[src/rtl/trk_pkg.sv]
// rtl/trk_pkg.sv - shared record type and widths for the data-memory write tracker
package trk_pkg;

    localparam int TRK_ADDR_W = 15;
    localparam int TRK_DATA_W = 16;
    localparam int TRK_TS_W   = 32;

    // One captured write: timestamp of the capture cycle, Hack RAM address, data word
    typedef struct packed {
        logic [TRK_TS_W-1:0]   ts;
        logic [TRK_ADDR_W-1:0] addr;
        logic [TRK_DATA_W-1:0] data;
    } trk_entry_t;

    localparam int TRK_ENTRY_W = $bits(trk_entry_t);

endpackage

[src/rtl/trk_fifo.sv]
// rtl/trk_fifo.sv - synchronous FIFO of trk_entry_t records with wrap-bit pointers
module trk_fifo
    import trk_pkg::*;
#(
    parameter int DEPTH = 16
) (
    input  logic                     i_clk,
    input  logic                     i_reset,
    input  logic                     i_push,
    input  trk_entry_t               i_entry,
    input  logic                     i_pop,
    output trk_entry_t               o_head,
    output logic                     o_full,
    output logic                     o_empty,
    output logic [$clog2(DEPTH):0]   o_count
);

    localparam int AW    = $clog2(DEPTH);
    localparam int PTR_W = AW + 1;

    trk_entry_t       r_mem [DEPTH];
    logic [PTR_W-1:0] r_wr_ptr;
    logic [PTR_W-1:0] r_rd_ptr;

    logic w_empty;
    logic w_full;
    logic w_do_pop;
    logic w_do_push;

    // Pointers carry one extra wrap bit, so equal low bits mean full when the MSBs differ
    assign w_empty = (r_wr_ptr == r_rd_ptr);
    assign w_full  = (r_wr_ptr[PTR_W-1] != r_rd_ptr[PTR_W-1]) &&
                     (r_wr_ptr[AW-1:0] == r_rd_ptr[AW-1:0]);

    // A pop frees the head slot in the same edge, so a full FIFO can still take a push then
    assign w_do_pop  = i_pop && !w_empty;
    assign w_do_push = i_push && (!w_full || w_do_pop);

    // Pointer update; reset flushes everything held
    always_ff @(posedge i_clk) begin
        if (i_reset) begin
            r_wr_ptr <= '0;
            r_rd_ptr <= '0;
        end else begin
            if (w_do_push) r_wr_ptr <= r_wr_ptr + 1'b1;
            if (w_do_pop)  r_rd_ptr <= r_rd_ptr + 1'b1;
        end
    end

    // Storage write; contents need no reset because the pointers define validity
    always_ff @(posedge i_clk) begin
        if (w_do_push) r_mem[r_wr_ptr[AW-1:0]] <= i_entry;
    end

    assign o_head  = r_mem[r_rd_ptr[AW-1:0]];
    assign o_full  = w_full;
    assign o_empty = w_empty;
    assign o_count = r_wr_ptr - r_rd_ptr;

endmodule

[src/rtl/dmem_wr_tracker.sv]
// rtl/dmem_wr_tracker.sv - timestamps Hack data-memory writes and streams them to a log sink
module dmem_wr_tracker
    import trk_pkg::*;
#(
    parameter int ADDR_W = TRK_ADDR_W,
    parameter int DATA_W = TRK_DATA_W,
    parameter int DEPTH  = 16,
    parameter int TS_W   = TRK_TS_W,
    parameter int DROP_W = 16
) (
    input  logic                   Clk,
    input  logic                   Reset,
    input  logic                   Enable,
    input  logic                   WrEn,
    input  logic [ADDR_W-1:0]      WrAddr,
    input  logic [DATA_W-1:0]      WrData,
    input  logic                   ClearOvf,
    output logic                   TrkValid,
    input  logic                   TrkReady,
    output logic [ADDR_W-1:0]      TrkAddr,
    output logic [DATA_W-1:0]      TrkData,
    output logic [TS_W-1:0]        TrkTime,
    output logic [$clog2(DEPTH):0] Count,
    output logic                   Overflow,
    output logic [DROP_W-1:0]      DropCnt
);

    logic [TS_W-1:0]   r_ts;
    logic              r_overflow;
    logic [DROP_W-1:0] r_drop_cnt;

    trk_entry_t        w_entry;
    trk_entry_t        w_head;
    logic              w_full;
    logic              w_empty;
    logic              w_push_req;
    logic              w_pop;
    logic              w_push;
    logic              w_drop;
    logic [DROP_W-1:0] w_drop_base;
    logic [DROP_W-1:0] w_drop_next;

    // Free-running capture timestamp; wraps silently
    always_ff @(posedge Clk) begin
        if (Reset) r_ts <= '0;
        else       r_ts <= r_ts + 1'b1;
    end

    assign w_entry.ts   = r_ts;
    assign w_entry.addr = WrAddr;
    assign w_entry.data = WrData;

    assign w_push_req = Enable && WrEn;
    assign w_pop      = !w_empty && TrkReady;
    assign w_push     = w_push_req && (!w_full || w_pop);
    assign w_drop     = w_push_req && w_full && !w_pop;

    trk_fifo #(
        .DEPTH   (DEPTH)
    ) u_fifo (
        .i_clk   (Clk),
        .i_reset (Reset),
        .i_push  (w_push),
        .i_entry (w_entry),
        .i_pop   (w_pop),
        .o_head  (w_head),
        .o_full  (w_full),
        .o_empty (w_empty),
        .o_count (Count)
    );

    // A clear in the same cycle as a drop restarts the count at this drop
    assign w_drop_base = ClearOvf ? '0 : r_drop_cnt;
    assign w_drop_next = (w_drop_base == {DROP_W{1'b1}}) ? w_drop_base : w_drop_base + 1'b1;

    // Sticky overflow flag and saturating drop counter; a drop beats a clear
    always_ff @(posedge Clk) begin
        if (Reset) begin
            r_overflow <= 1'b0;
            r_drop_cnt <= '0;
        end else if (w_drop) begin
            r_overflow <= 1'b1;
            r_drop_cnt <= w_drop_next;
        end else if (ClearOvf) begin
            r_overflow <= 1'b0;
            r_drop_cnt <= '0;
        end
    end

    // Head fields are forced to zero while empty so reset and idle states read clean
    assign TrkValid = !w_empty;
    assign TrkAddr  = TrkValid ? w_head.addr : '0;
    assign TrkData  = TrkValid ? w_head.data : '0;
    assign TrkTime  = TrkValid ? w_head.ts   : '0;
    assign Overflow = r_overflow;
    assign DropCnt  = r_drop_cnt;

endmodule

[config.mk]
export PLATFORM = sky130hd
export DESIGN_NAME = dmem_wr_tracker
export DESIGN_NICKNAME = d
export VERILOG_FILES = /design/src/rtl/trk_pkg.sv /design/src/rtl/trk_fifo.sv /design/src/rtl/dmem_wr_tracker.sv
export SDC_FILE = /design/constraint.sdc
export NUM_CORES = 1
export LEC_CHECK = 0
export ABC_AREA = 1
export CAP_MARGIN = 40
export CORE_UTILIZATION = 30
export CTS_CLUSTER_DIAMETER = 150
export DETAILED_ROUTE_END_ITERATION = 10
export PLACE_DENSITY = 0.57
export SLEW_MARGIN = 10
export SYNTH_ARGS = -nofsm -noshare
export SYNTH_HDL_FRONTEND = slang
export SYNTH_SLANG_ARGS = --single-unit
[constraint.sdc]
create_clock -name Clk -period 5.4 [get_ports Clk]
set_input_delay 1.35 -clock Clk [delete_from_list [all_inputs] [get_ports Clk]]
set_output_delay 1.35 -clock Clk [all_outputs]
set_load 0.1 [all_outputs]
# Yosys cells after proc, flatten, opt, wreduce, memory -nomap -nowiden
# Memory sizes are Yosys's and may differ from the RTL's. A register that Yosys moved wholly into a read port is not among the register bits.
# Index checks and enable logic that the tools add are counted.
dict set report word_totals {
  ff_bits 59
  ramBits 1008
  inputBits 37
  out_inout_bits 86
  word_cells 41
  memories 1
}
dict set report op_classes {
  n_addsub 5
  n_eq_ne 4
  muxes 12
  reduce_logical 14
}
# memory words width rd rd_clocked_by_memory_dff write_ports line_no
set mem_list {}
lappend mem_list {u_fifo.r_mem 16 63 1 1 1 trk_fifo.sv:21} ;# trk_entry_t r_mem [DEPTH];
# operator count
set ops {}
lappend ops {{16-bit 2-to-1 mux} 4}
lappend ops {{32-bit by 1-bit adder with 32-bit output, second input constant} 1}
lappend ops {{32-bit 2-to-1 mux} 1}
lappend ops {{16-bit by 1-bit adder with 16-bit output, second input constant} 1}
lappend ops {{16-bit equality test, second input constant} 1}
lappend ops {{15-bit 2-to-1 mux} 1}
lappend ops {{5-bit by 1-bit adder with 5-bit output, second input constant} 2}
lappend ops {{1-bit logical AND} 8}
lappend ops {{4-bit 2-to-1 mux} 2}
lappend ops {{5-bit equality test} 1}
lappend ops {{5-bit subtractor} 1}
lappend ops {{4-bit equality test} 1}
lappend ops {{1-bit 2-to-1 mux} 4}
lappend ops {{1-bit zero test} 3}
lappend ops {{1-bit logical OR} 2}
lappend ops {{2-bit nonzero test} 1}
lappend ops {{1-bit != test} 1}

# Depth between registers and ports, before layout
# Gate-level depths: netlist (run 1).
dict set report logic_depth {
  ltp_word 8
  depth_mapped 14
  mapped_depth_nobuf 12
}

# By module
# A second synthesis (run 1) with hierarchy kept.
dict set report hier_totals {
  hier_cells 4197
  area_unflattened_um2 45157.1
}
# mod instances cells_per_inst area_each_um2 seq_area_each_um2
set modules_own_cells {}
lappend modules_own_cells {trk_fifo 1 3627 41758.8 30549.3}
lappend modules_own_cells {dmem_wr_tracker 1 570 3398.3 980.9}

# Worst setup path before layout (run 1)
# Ideal clock, no wire load.
dict set report synth_path {
  path_type {input to register}
  startpoint {input port TrkReady}
  endpoint {memory u_fifo.r_mem[11][0] (netlist name), enable pin}
  setup_ns 0.484
  arrival_ns 4.514
  t_required_ns 4.916
  slack_ns 0.402
  cell_stages 5
  path_buffers 0
  cell_sequence {nand3b_1 nand2_1 nor2_1 inv_1 nor2_1}
}
dict set report synth_between {
  elab_chain_cells 6
  word_cells_on_any_way 8
  classes_between {mux (2); reduce/logical (6)}
}
# item line_no
set synth_rtl {}
lappend synth_rtl {{from (decl)} dmem_wr_tracker.sv:19} ;# input logic TrkReady,
lappend synth_rtl {{1-bit logical AND (*)} dmem_wr_tracker.sv:54} ;# assign w_pop = !w_empty && TrkReady;
lappend synth_rtl {{1-bit logical OR / 1-bit logical AND (equally long branches)} {dmem_wr_tracker.sv:55, trk_fifo.sv:36}}
lappend synth_rtl {{1-bit logical AND / 1-bit logical OR (equally long branches)} {dmem_wr_tracker.sv:55, trk_fifo.sv:37}}
lappend synth_rtl {{1-bit logical AND (*)} trk_fifo.sv:37} ;# assign w_do_push = i_push && (!w_full || w_do_pop);
lappend synth_rtl {{1-bit 2-to-1 mux (*)} trk_fifo.sv:52} ;# if (w_do_push) r_mem[r_wr_ptr[AW-1:0]] <= i_entry;
lappend synth_rtl {{1-bit 2-to-1 mux (not written as such) (*)} trk_fifo.sv:52}
lappend synth_rtl {{to (decl)} trk_fifo.sv:21}
# Mark *: on every way between the ends. The rest lies on a longest branch, timed or not.

==> results of run 1 <==
==> layout by cell type, fill, tap and decap left out, types with 2 or more instances in the layout <==
master,synthesis,layout
sky130_fd_sc_hd__nor3b_1,2,2
sky130_fd_sc_hd__o21ai_0,429,429
sky130_fd_sc_hd__a21oi_1,105,105
sky130_fd_sc_hd__buf_12,0,36
sky130_fd_sc_hd__nand3b_1,5,5
sky130_fd_sc_hd__clkinv_1,2,14
sky130_fd_sc_hd__edfxtp_1,1008,1008
sky130_fd_sc_hd__nand3_1,162,162
sky130_fd_sc_hd__dfxtp_4,0,4
sky130_fd_sc_hd__dfxtp_1,63,59
sky130_fd_sc_hd__nor2_4,0,16
sky130_fd_sc_hd__clkinvlp_4,0,5
sky130_fd_sc_hd__xor2_1,10,10
sky130_fd_sc_hd__inv_8,0,2
sky130_fd_sc_hd__inv_1,68,68
sky130_fd_sc_hd__nor2_1,850,834
sky130_fd_sc_hd__clkdlybuf4s50_1,0,57
sky130_fd_sc_hd__ha_1,11,11
sky130_fd_sc_hd__clkbuf_16,0,111
sky130_fd_sc_hd__buf_4,26,103
sky130_fd_sc_hd__buf_16,0,12
sky130_fd_sc_hd__nor3_1,21,21
sky130_fd_sc_hd__xnor2_1,6,6
sky130_fd_sc_hd__nand2_1,124,124
sky130_fd_sc_hd__clkinv_2,0,17
sky130_fd_sc_hd__o21ai_1,100,100
sky130_fd_sc_hd__inv_6,0,3
sky130_fd_sc_hd__inv_4,0,2
sky130_fd_sc_hd__or2_2,3,3
sky130_fd_sc_hd__clkbuf_1,118,32
sky130_fd_sc_hd__o211ai_1,252,252
sky130_fd_sc_hd__buf_8,0,16
sky130_fd_sc_hd__nand4_1,11,11
sky130_fd_sc_hd__a31oi_1,2,2
sky130_fd_sc_hd__clkbuf_8,0,10
sky130_fd_sc_hd__bufinv_16,0,13
sky130_fd_sc_hd__clkinv_16,0,3
==> power groups by stage <==
stage                     Sequential [mW]  Combinational [mW]  Clock (mW)
after detailed placement             9.28                3.96           0
final                                9.11                3.93        7.80
after global placement               9.28                3.83           0
after CTS                            9.11                3.98        7.96
after global routing                 9.11                4.22        8.26
after floorplan                      9.27                2.84           0
==> worst reg2reg max path, stage by stage, from the launching register on <==
cell                       delay, ns
sky130_fd_sc_hd__dfxtp_1        0.38
sky130_fd_sc_hd__inv_1          0.12
sky130_fd_sc_hd__ha_1           0.31
sky130_fd_sc_hd__nand2_1        0.07
sky130_fd_sc_hd__nor2_1         0.05
sky130_fd_sc_hd__nand3b_1       0.13
sky130_fd_sc_hd__nand2_1        0.25
sky130_fd_sc_hd__nor2_1         0.26
sky130_fd_sc_hd__inv_1          0.18
sky130_fd_sc_hd__nor2_4         0.54
sky130_fd_sc_hd__buf_4          0.48
==> kinds of logic after synthesis <==
group           Yosys count  share of synthesized area, %
compound gates          890                         11.84
fa+ha+maj                12                        0.3666
xor+xnor                 16                        0.3258
buf+inv                 296                         3.154
flops                  1071                         73.31
simple gates           1181                         11.00
==> through the flow <==
| stage | std cells | setup WS (ns) | total power, mW |
|---|---|---|---|
| after CTS | 5566 | 0.5342 | 21.04 |
| after global placement | 5329 | 1.105 | 13.11 |
| after global routing | 5567 | 0.3557 | 21.59 |
| after floorplan | 3466 | 0.4020 | 12.11 |
| after detailed placement | 5359 | 1.243 | 13.24 |
| final | 5568 | 0.6816 | 20.83 |
==> area by class of cell <==
| cell class | count | area, µm² | share of cell area (%) |
|---|---|---|---|
| antenna | 1 | 2.502 | 0.004923 |
| tap | 1890 | 2365 | 4.652 |
| timing repair buffer | 225 | 2640 | 5.194 |
| sequential | 1071 | 31550 | 62.06 |
| clock inverter | 54 | 700.7 | 1.378 |
| clock buffer | 153 | 3035 | 5.972 |
| inverter | 75 | 300.3 | 0.5908 |
| multi-input combinational | 2099 | 10240 | 20.15 |
==> layer usage <==
metal  GRT usage [%]  wire length (µm)  up-vias
met5               0                39        -
met4           5.385              3654        6
met3           2.781              6779      218
met2           25.58             55720      792
met1           21.25             50790    13850
li1                -                 -    12900
==> registers in the layout, indices dropped and copies added (netlist names), named ones only <==
name and cells:
u_fifo.r_mem 1008, r_ts 32, DropCnt 16, u_fifo.r_rd_ptr 5, u_fifo.r_wr_ptr 5, Overflow 1
==> worst paths after layout <==
| check | from | endpoint | cells after the start |
|---|---|---|---|
| min reg2reg | Overflow | Overflow | 2 |
| max reg2reg | u_fifo.r_wr_ptr[0] | u_fifo.r_mem[3][24] | 10 |
| min | Overflow | Overflow | 2 |
| max | flip-flop | TrkTime[6] | 7 |
==> report_table.html, run 1 <==
<table>
<tr><th>Metric</th><th>Value</th></tr>
<tr><th colspan="2">Status</th></tr>
<tr><td>Status</td><td>finished clean</td></tr>
<tr><th colspan="2">Timing</th></tr>
<tr><td>Setup Total Neg Slack</td><td>0 ns</td></tr>
<tr><td>RSZ-0062 raised after global routing</td><td>false</td></tr>
<tr><td>Actual slew at the worst max-slew pin</td><td>1.004 ns</td></tr>
<tr><td>Relative slew margins</td><td>33.09%</td></tr>
<tr><td>Share of the clock period used by the worst path</td><td>87.38%</td></tr>
<tr><td>Number of failing hold endpoints at the final stage</td><td>0</td></tr>
<tr><td>Max-slew violation total from the final report</td><td>0</td></tr>
<tr><td>Final Hold Slack</td><td>about 0.48 ns</td></tr>
<tr><td>Achievable clock frequency</td><td>0.2119 GHz</td></tr>
<tr><td>Layout Skew</td><td>0.05110 ns</td></tr>
<tr><td>Shortest period the worst path allows</td><td>4.718 ns</td></tr>
<tr><td>Total setup violations reported at the end of the flow</td><td>0</td></tr>
<tr><th colspan="2">Route</th></tr>
<tr><td>Routed wire per std cell</td><td>21.01 µm</td></tr>
<tr><td>Post-detailed-routing wire length</td><td>approximately 120 mm</td></tr>
<tr><td>Detailed-route DRC error count</td><td>0</td></tr>
<tr><td>Vias per std cell</td><td>4.987</td></tr>
<tr><td>DRC violation total after the first TritonRoute iteration</td><td>2648</td></tr>
<tr><td>Number of iterations in the first detailed-routing pass</td><td>6</td></tr>
<tr><td>Total via count after detailed routing</td><td>approximately 28000</td></tr>
<tr><td>Antenna-violating nets left</td><td>0</td></tr>
<tr><th colspan="2">Layout</th></tr>
<tr><td>Share of the core filled with cells</td><td>35.81%</td></tr>
<tr><td>Net count reported at finish</td><td>about 3600</td></tr>
<tr><td>Area delta synth-&gt;final</td><td>18.19%</td></tr>
<tr><td>Share of final-layout standard cells stronger than drive strength 1</td><td>9.791%</td></tr>
<tr><td>Number of fill cells in the layout</td><td>13660</td></tr>
<tr><td>Area of all placed cells without fillers</td><td>a little over 50000 µm²</td></tr>
<tr><th colspan="2">Logic synthesis</th></tr>
<tr><td>Ys async rst share</td><td>0%</td></tr>
<tr><td>Syn nets</td><td>between 3000 and 4000</td></tr>
<tr><td>Syn Std Cell Area</td><td>43010 µm²</td></tr>
<tr><td>Cell taking the most area after synthesis</td><td>sky130_fd_sc_hd__edfxtp_1</td></tr>
<tr><td>Most frequent cell after synthesis</td><td>sky130_fd_sc_hd__edfxtp_1</td></tr>
<tr><td>Post-Syn Instances</td><td>3466</td></tr>
<tr><td>Main synth FF type</td><td>sky130_fd_sc_hd__edfxtp_1</td></tr>
<tr><td>Total number of yosys warnings</td><td>0</td></tr>
<tr><td>Area share of the largest cell type after synthesis</td><td>between 70% and 80%</td></tr>
<tr><td>List of most frequent post-synthesis cells</td><td>1008 x sky130_fd_sc_hd__edfxtp_1, 850 x sky130_fd_sc_hd__nor2_1, 429 x sky130_fd_sc_hd__o21ai_0, 252 x sky130_fd_sc_hd__o211ai_1, 162 x sky130_fd_sc_hd__nand3_1</td></tr>
<tr><td>Post-synthesis area per instance</td><td>roughly 12 µm²</td></tr>
<tr><td>Register bit total from synthesis</td><td>~1100</td></tr>
<tr><td>Count of unique library cells instantiated by Yosys</td><td>32</td></tr>
<tr><td>Post-synthesis sequential area ratio</td><td>73.31%</td></tr>
<tr><td>Synth area leaders</td><td>sky130_fd_sc_hd__edfxtp_1 70%, sky130_fd_sc_hd__nor2_1 7.4%, sky130_fd_sc_hd__o21ai_0 5.0%</td></tr>
<tr><td>Number of enable flip-flop cells after synthesis</td><td>1008</td></tr>
<tr><th colspan="2">Worst setup path</th></tr>
<tr><td>Crit start category</td><td>flip-flop</td></tr>
<tr><td>Cell-by-cell listing of the critical path</td><td>buf_12 -&gt; buf_4 -&gt; o21ai_0 -&gt; o211ai_1 -&gt; nand3_1 -&gt; a21oi_1 -&gt; buf_4</td></tr>
<tr><td>Critical path capture point type</td><td>output pin</td></tr>
<tr><td>Critical Path Fanout Max</td><td>~170</td></tr>
<tr><td>Most common cell on crit path</td><td>sky130_fd_sc_hd__buf_4</td></tr>
<tr><td>Highest cell delay on the worst timing path</td><td>0.57 ns</td></tr>
<tr><td>Arrival time worst endpoint</td><td>between 3 and 4 ns</td></tr>
<tr><td>Cell family contributing the most delay on the critical path</td><td>buffers and inverters</td></tr>
<tr><td>Worst setup path class</td><td>reg -&gt; out</td></tr>
<tr><td>Combined buffer and inverter count along the critical path</td><td>3</td></tr>
<tr><td>Crit path required time</td><td>4.05 ns</td></tr>
<tr><td>Register-to-register path setup slack</td><td>2.27 ns</td></tr>
<tr><td>Cell type of the slowest stage on the worst timing path</td><td>sky130_fd_sc_hd__buf_4</td></tr>
<tr><th colspan="2">Global route</th></tr>
<tr><td>GR Overflow Total</td><td>0</td></tr>
<tr><td>Maximum number of pins on one net before global-route repair</td><td>approximately 200</td></tr>
<tr><td>Global-route wire length before repair</td><td>172.3 mm</td></tr>
<tr><td>Via count of the first global-routing pass</td><td>~26000</td></tr>
<tr><td>Antenna violations before repair</td><td>6</td></tr>
<tr><td>Global routing usage summed across all routing layers</td><td>between 10% and 20%</td></tr>
<tr><th colspan="2">Pwr</th></tr>
<tr><td>Internal power</td><td>14.58 mW</td></tr>
<tr><td>NetSw</td><td>6.252 mW</td></tr>
<tr><td>Switching portion of total power</td><td>30.01%</td></tr>
<tr><td>Power Dens Cells</td><td>409.9 nW/µm²</td></tr>
<tr><td>Cell leakage power</td><td>16.08 nW</td></tr>
<tr><td>Clock share of power</td><td>37.4%</td></tr>
<tr><td>Peak supply drop</td><td>roughly 290 µV</td></tr>
<tr><td>Sequential Power Share</td><td>43.7%</td></tr>
<tr><td>Combinational share of power</td><td>a little under a fifth</td></tr>
<tr><th colspan="2">Clocking</th></tr>
<tr><td>CTS Root Buffer Type</td><td>sky130_fd_sc_hd__clkbuf_16</td></tr>
<tr><td>Maximum number of buffers from clock root to sink</td><td>3</td></tr>
<tr><td>Post-cts resize count</td><td>0</td></tr>
<tr><td>TritonCTS clock tree</td><td>done</td></tr>
<tr><td>Number of CTS-inserted buffers</td><td>110</td></tr>
<tr><td>Clock Pin Slew Worst Setup and Hold Paths</td><td>about 0.06 ns</td></tr>
<tr><td>Setup fix buffers added after clock tree synthesis</td><td>0</td></tr>
<tr><td>CTS H-tree depth</td><td>3</td></tr>
<tr><td>Clock latency of the later-clocked register in the worst-skew pair</td><td>0.74 ns</td></tr>
<tr><td>CTS Sinks</td><td>between 1000 and 1500</td></tr>
<tr><td>Number of buffers inserted for hold repair after clock tree synthesis</td><td>0</td></tr>
<tr><th colspan="2">Floorplanning</th></tr>
<tr><td>Chip Height</td><td>380.6 µm</td></tr>
<tr><td>Horizontal die dimension</td><td>380.6 µm</td></tr>
<tr><td>Number of I/O pins</td><td>roughly 120</td></tr>
<tr><td>Cell Rows</td><td>138</td></tr>
<tr><td>Effective utilization at floorplan</td><td>30.30%</td></tr>
<tr><td>Core Box Area</td><td>141900 µm²</td></tr>
<tr><td>Die area</td><td>about 140000 µm²</td></tr>
<tr><th colspan="2">Place</th></tr>
<tr><td>Placement-stage cell area</td><td>47060 µm²</td></tr>
<tr><td>Last weighted congestion value of the routability-driven placer</td><td>0.8173</td></tr>
<tr><td>Detailed placer's ending HPWL</td><td>63.54 mm</td></tr>
<tr><td>Number of buffers inserted by port buffering</td><td>122</td></tr>
<tr><th colspan="2">Hold path</th></tr>
<tr><td>Path category of the worst min-delay check</td><td>reg -&gt; reg</td></tr>
<tr><th colspan="2">Job</th></tr>
<tr><td>Number of max-cap violations</td><td>0</td></tr>
</table>
Power figures use the tool's default switching activity.
==> run 2: changes to the inputs <==
Clock period 5.4 ns to 5.1 ns, I/O delays scaled along.
==> run 2 against run 1 <==
Critical path depth up 1. Sequential share of layout area up 0.21 points. Setup slack worse by 0.50 ns. Sequential power rose by 5.9%. Flip-flop and latch count is the same. Highest routed layer is now met4. Largest power group unchanged. Combinational power up 9.9%. Power rose by 5.2%.
==> report_table.html, run 2 (synthesized netlist as in run 1, its figures left out) <==
<table>
<tr><th>Metric</th><th>Value</th></tr>
<tr><th colspan="2">Global route</th></tr>
<tr><td>Via count of the first global-routing pass</td><td>between 20000 and 30000</td></tr>
<tr><td>Met2 usage in global routing</td><td>25.31%</td></tr>
<tr><td>Antenna violations before repair</td><td>3</td></tr>
<tr><td>Maximum number of pins on one net before global-route repair</td><td>237</td></tr>
<tr><td>GR Overflow Total</td><td>0</td></tr>
<tr><td>Global-route wire length before repair</td><td>172.1 mm</td></tr>
<tr><td>Fraction of met1 tracks used by global routing</td><td>around 22%</td></tr>
<tr><td>Global routing usage summed across all routing layers</td><td>15.57%</td></tr>
<tr><td>Busiest grt layer</td><td>met2</td></tr>
<tr><td>Met3 Usage GRT</td><td>2.311%</td></tr>
<tr><th colspan="2">Route</th></tr>
<tr><td>Detailed-route DRC error count</td><td>0</td></tr>
<tr><td>Vias per std cell</td><td>4.963</td></tr>
<tr><td>Routed wire per std cell</td><td>roughly 21 µm</td></tr>
<tr><td>DRC violation total after the first TritonRoute iteration</td><td>2680</td></tr>
<tr><td>Post-detailed-routing wire length</td><td>roughly 120 mm</td></tr>
<tr><td>Number of iterations in the first detailed-routing pass</td><td>6</td></tr>
<tr><td>Antenna-violating nets left</td><td>0</td></tr>
<tr><td>Total via count after detailed routing</td><td>27560</td></tr>
<tr><th colspan="2">Pwr</th></tr>
<tr><td>Clock share of power</td><td>36.2%</td></tr>
<tr><td>Switching portion of total power</td><td>30.48%</td></tr>
<tr><td>NetSw</td><td>between 6 and 7 mW</td></tr>
<tr><td>Power Dens Cells</td><td>roughly 430 nW/µm²</td></tr>
<tr><td>Sequential Power Share</td><td>a little over two fifths</td></tr>
<tr><td>Peak supply drop</td><td>320.8 µV</td></tr>
<tr><td>Combinational share of power</td><td>19.7%</td></tr>
<tr><td>Cell leakage power</td><td>around 16 nW</td></tr>
<tr><td>Internal power</td><td>15.24 mW</td></tr>
<tr><th colspan="2">Clocking</th></tr>
<tr><td>Maximum number of buffers from clock root to sink</td><td>3</td></tr>
<tr><td>Clock Pin Slew Worst Setup and Hold Paths</td><td>0.06 ns</td></tr>
<tr><td>Clock latency of the later-clocked register in the worst-skew pair</td><td>0.75 ns</td></tr>
<tr><td>CTS H-tree depth</td><td>3</td></tr>
<tr><td>Number of CTS-inserted buffers</td><td>111</td></tr>
<tr><td>TritonCTS clock tree</td><td>done</td></tr>
<tr><td>Post-cts resize count</td><td>1</td></tr>
<tr><td>CTS Root Buffer Type</td><td>sky130_fd_sc_hd__clkbuf_16</td></tr>
<tr><td>Setup fix buffers added after clock tree synthesis</td><td>0</td></tr>
<tr><td>Number of buffers inserted for hold repair after clock tree synthesis</td><td>0</td></tr>
<tr><td>CTS Sinks</td><td>1071</td></tr>
<tr><th colspan="2">Timing</th></tr>
<tr><td>Layout Skew</td><td>approximately 0.08 ns</td></tr>
<tr><td>Relative slew margins</td><td>23.59%</td></tr>
<tr><td>Actual slew at the worst max-slew pin</td><td>1.146 ns</td></tr>
<tr><td>Number of failing hold endpoints at the final stage</td><td>0</td></tr>
<tr><td>Worst path setup slack after routing</td><td>0.1800 ns</td></tr>
<tr><td>Achievable clock frequency</td><td>0.2033 GHz</td></tr>
<tr><td>Setup Total Neg Slack</td><td>0 ns</td></tr>
<tr><td>Share of the clock period used by the worst path</td><td>96.47%</td></tr>
<tr><td>Shortest period the worst path allows</td><td>4.920 ns</td></tr>
<tr><td>Max-slew violation total from the final report</td><td>0</td></tr>
<tr><td>RSZ-0062 raised after global routing</td><td>false</td></tr>
<tr><td>Total setup violations reported at the end of the flow</td><td>0</td></tr>
<tr><th colspan="2">Worst setup path</th></tr>
<tr><td>Worst setup path class</td><td>reg -&gt; out</td></tr>
<tr><td>Cell family contributing the most delay on the critical path</td><td>buffers and inverters</td></tr>
<tr><td>Highest cell delay on the worst timing path</td><td>0.53 ns</td></tr>
<tr><td>Cell type of the slowest stage on the worst timing path</td><td>sky130_fd_sc_hd__clkinv_2</td></tr>
<tr><td>Crit path required time</td><td>3.83 ns</td></tr>
<tr><td>Combined buffer and inverter count along the critical path</td><td>3</td></tr>
<tr><td>Cell-by-cell listing of the critical path</td><td>ha_1 -&gt; nand2_1 -&gt; nor2_1 -&gt; nand2_1 -&gt; clkinv_2 -&gt; buf_4 -&gt; a21oi_1 -&gt; buf_4</td></tr>
<tr><td>Crit start category</td><td>flip-flop</td></tr>
<tr><td>Arrival time worst endpoint</td><td>3.64 ns</td></tr>
<tr><td>Critical path capture point type</td><td>output pin</td></tr>
<tr><td>Critical Path Fanout Max</td><td>19</td></tr>
<tr><th colspan="2">Layout</th></tr>
<tr><td>Commonest non-fill, non-tap cell in the layout</td><td>sky130_fd_sc_hd__edfxtp_1</td></tr>
<tr><td>Most frequent cells in the layout</td><td>1008 x sky130_fd_sc_hd__edfxtp_1, 834 x sky130_fd_sc_hd__nor2_1, 429 x sky130_fd_sc_hd__o21ai_0</td></tr>
<tr><td>Max reg flops</td><td>between 1000 and 1500</td></tr>
<tr><td>Area delta synth-&gt;final</td><td>17.80%</td></tr>
<tr><td>Number of fill cells in the layout</td><td>between 10000 and 15000</td></tr>
<tr><td>Share of final-layout standard cells stronger than drive strength 1</td><td>9.394%</td></tr>
<tr><td>Net count reported at finish</td><td>3621</td></tr>
<tr><td>Multi-input gate area</td><td>10240 µm²</td></tr>
<tr><td>Sequential cell area</td><td>31550 µm²</td></tr>
<tr><td>Final instance count without filler cells</td><td>~5600</td></tr>
<tr><th colspan="2">Floorplanning</th></tr>
<tr><td>Number of I/O pins</td><td>123</td></tr>
<tr><td>Horizontal die dimension</td><td>380.6 µm</td></tr>
<tr><td>Die area</td><td>roughly 140000 µm²</td></tr>
<tr><td>Cell Rows</td><td>138</td></tr>
<tr><td>Chip Height</td><td>380.6 µm</td></tr>
<tr><td>Effective utilization at floorplan</td><td>just over 30%</td></tr>
<tr><td>Core Box Area</td><td>141900 µm²</td></tr>
<tr><th colspan="2">Place</th></tr>
<tr><td>Number of buffers inserted by port buffering</td><td>122</td></tr>
<tr><td>Last weighted congestion value of the routability-driven placer</td><td>0.8080</td></tr>
<tr><td>Count of placed standard cells including taps</td><td>5349</td></tr>
<tr><td>Detailed placer's ending HPWL</td><td>57.95 mm</td></tr>
<tr><td>Worst slack at placement</td><td>0.7523 ns</td></tr>
<tr><th colspan="2">Status</th></tr>
<tr><td>Status</td><td>finished clean</td></tr>
<tr><th colspan="2">Hold path</th></tr>
<tr><td>Path category of the worst min-delay check</td><td>reg -&gt; reg</td></tr>
<tr><th colspan="2">Job</th></tr>
<tr><td>Number of max-cap violations</td><td>0</td></tr>
</table>
==> run 2: cell types whose count changed in the layout (fill, tap and decap cells not counted), sizes merged <==
| cell | previous run | this run |
|---|---|---|
| clkdlybuf4s50 | 57 | 54 |
| clkbuf | 153 | 144 |
| inv | 76 | 75 |
| diode | 1 | 2 |
| clkinv | 35 | 50 |
| buf | 168 | 160 |
| clkinvlp | 5 | 2 |
| bufinv | 13 | 7 |
==> run 2: worst paths after layout <==
| path | slack, ns | end | from | cells after the start |
|---|---|---|---|---|
| setup / recovery | 0.18 | TrkTime[3] | u_fifo.r_wr_ptr[2] | 8 |
| setup reg to reg | 2.00 | u_fifo.r_mem[4][48] | u_fifo.r_wr_ptr[2] | 9 |
| hold / removal | 0.47 | Overflow | Overflow | 2 |
| hold reg to reg | 0.47 | Overflow | Overflow | 2 |
==> run 2: cell type report <==
class | count | share of cell area (%)
flip-flops and latches | 1071 | 62.27
repair buffers | 214 | 5.186
diodes | 2 | 0.009879
inverters | 75 | 0.5927
clock inverters | 59 | 1.131
well taps | 1890 | 4.668
multi-input cells | 2099 | 20.22
clock buffers | 144 | 5.925
==> run 2: worst register-to-register path: stages, from the launching register on <==
cell	delay (ns)
sky130_fd_sc_hd__dfxtp_1	0.46
sky130_fd_sc_hd__ha_1	0.33
sky130_fd_sc_hd__nand2_1	0.09
sky130_fd_sc_hd__nor2_1	0.06
sky130_fd_sc_hd__nand3b_1	0.12
sky130_fd_sc_hd__nand2_1	0.24
sky130_fd_sc_hd__inv_1	0.17
sky130_fd_sc_hd__nand2_1	0.25
sky130_fd_sc_hd__nor2_4	0.69
sky130_fd_sc_hd__buf_12	0.33
==> run 2: routing by layer <==
layer | wire length, µm | share of wire (%)
met3 | 5746 | 5.0
met4 | 2888 | 2.5
met5 | 0 | 0
met2 | 54960 | 48
met1 | 52040 | 45
==> run 2: stage by stage <==
stage,hold slack (ns),power (mW),utilization [%],area (µm²)
final,0.4661,21.92,35.70,50660
after global placement,0.4586,14.15,32.91,46710
after floorplan,0.4899,12.82,-,43010
after detailed placement,0.4592,14.20,33.17,47080
after global routing,0.5037,22.69,35.69,50660
after CTS,0.4700,22.14,35.69,50660
==> run 2: power groups by stage <==
stage / Clock (mW) / Sequential [mW] / Combinational [mW]
2_1_floorplan: 0 / 9.82 / 3.00
3_3_place_gp: 0 / 9.84 / 4.31
3_5_place_dp: 0 / 9.84 / 4.36
4_1_cts: 8.10 / 9.65 / 4.38
5_1_grt: 8.40 / 9.66 / 4.63
6_report: 7.95 / 9.65 / 4.32
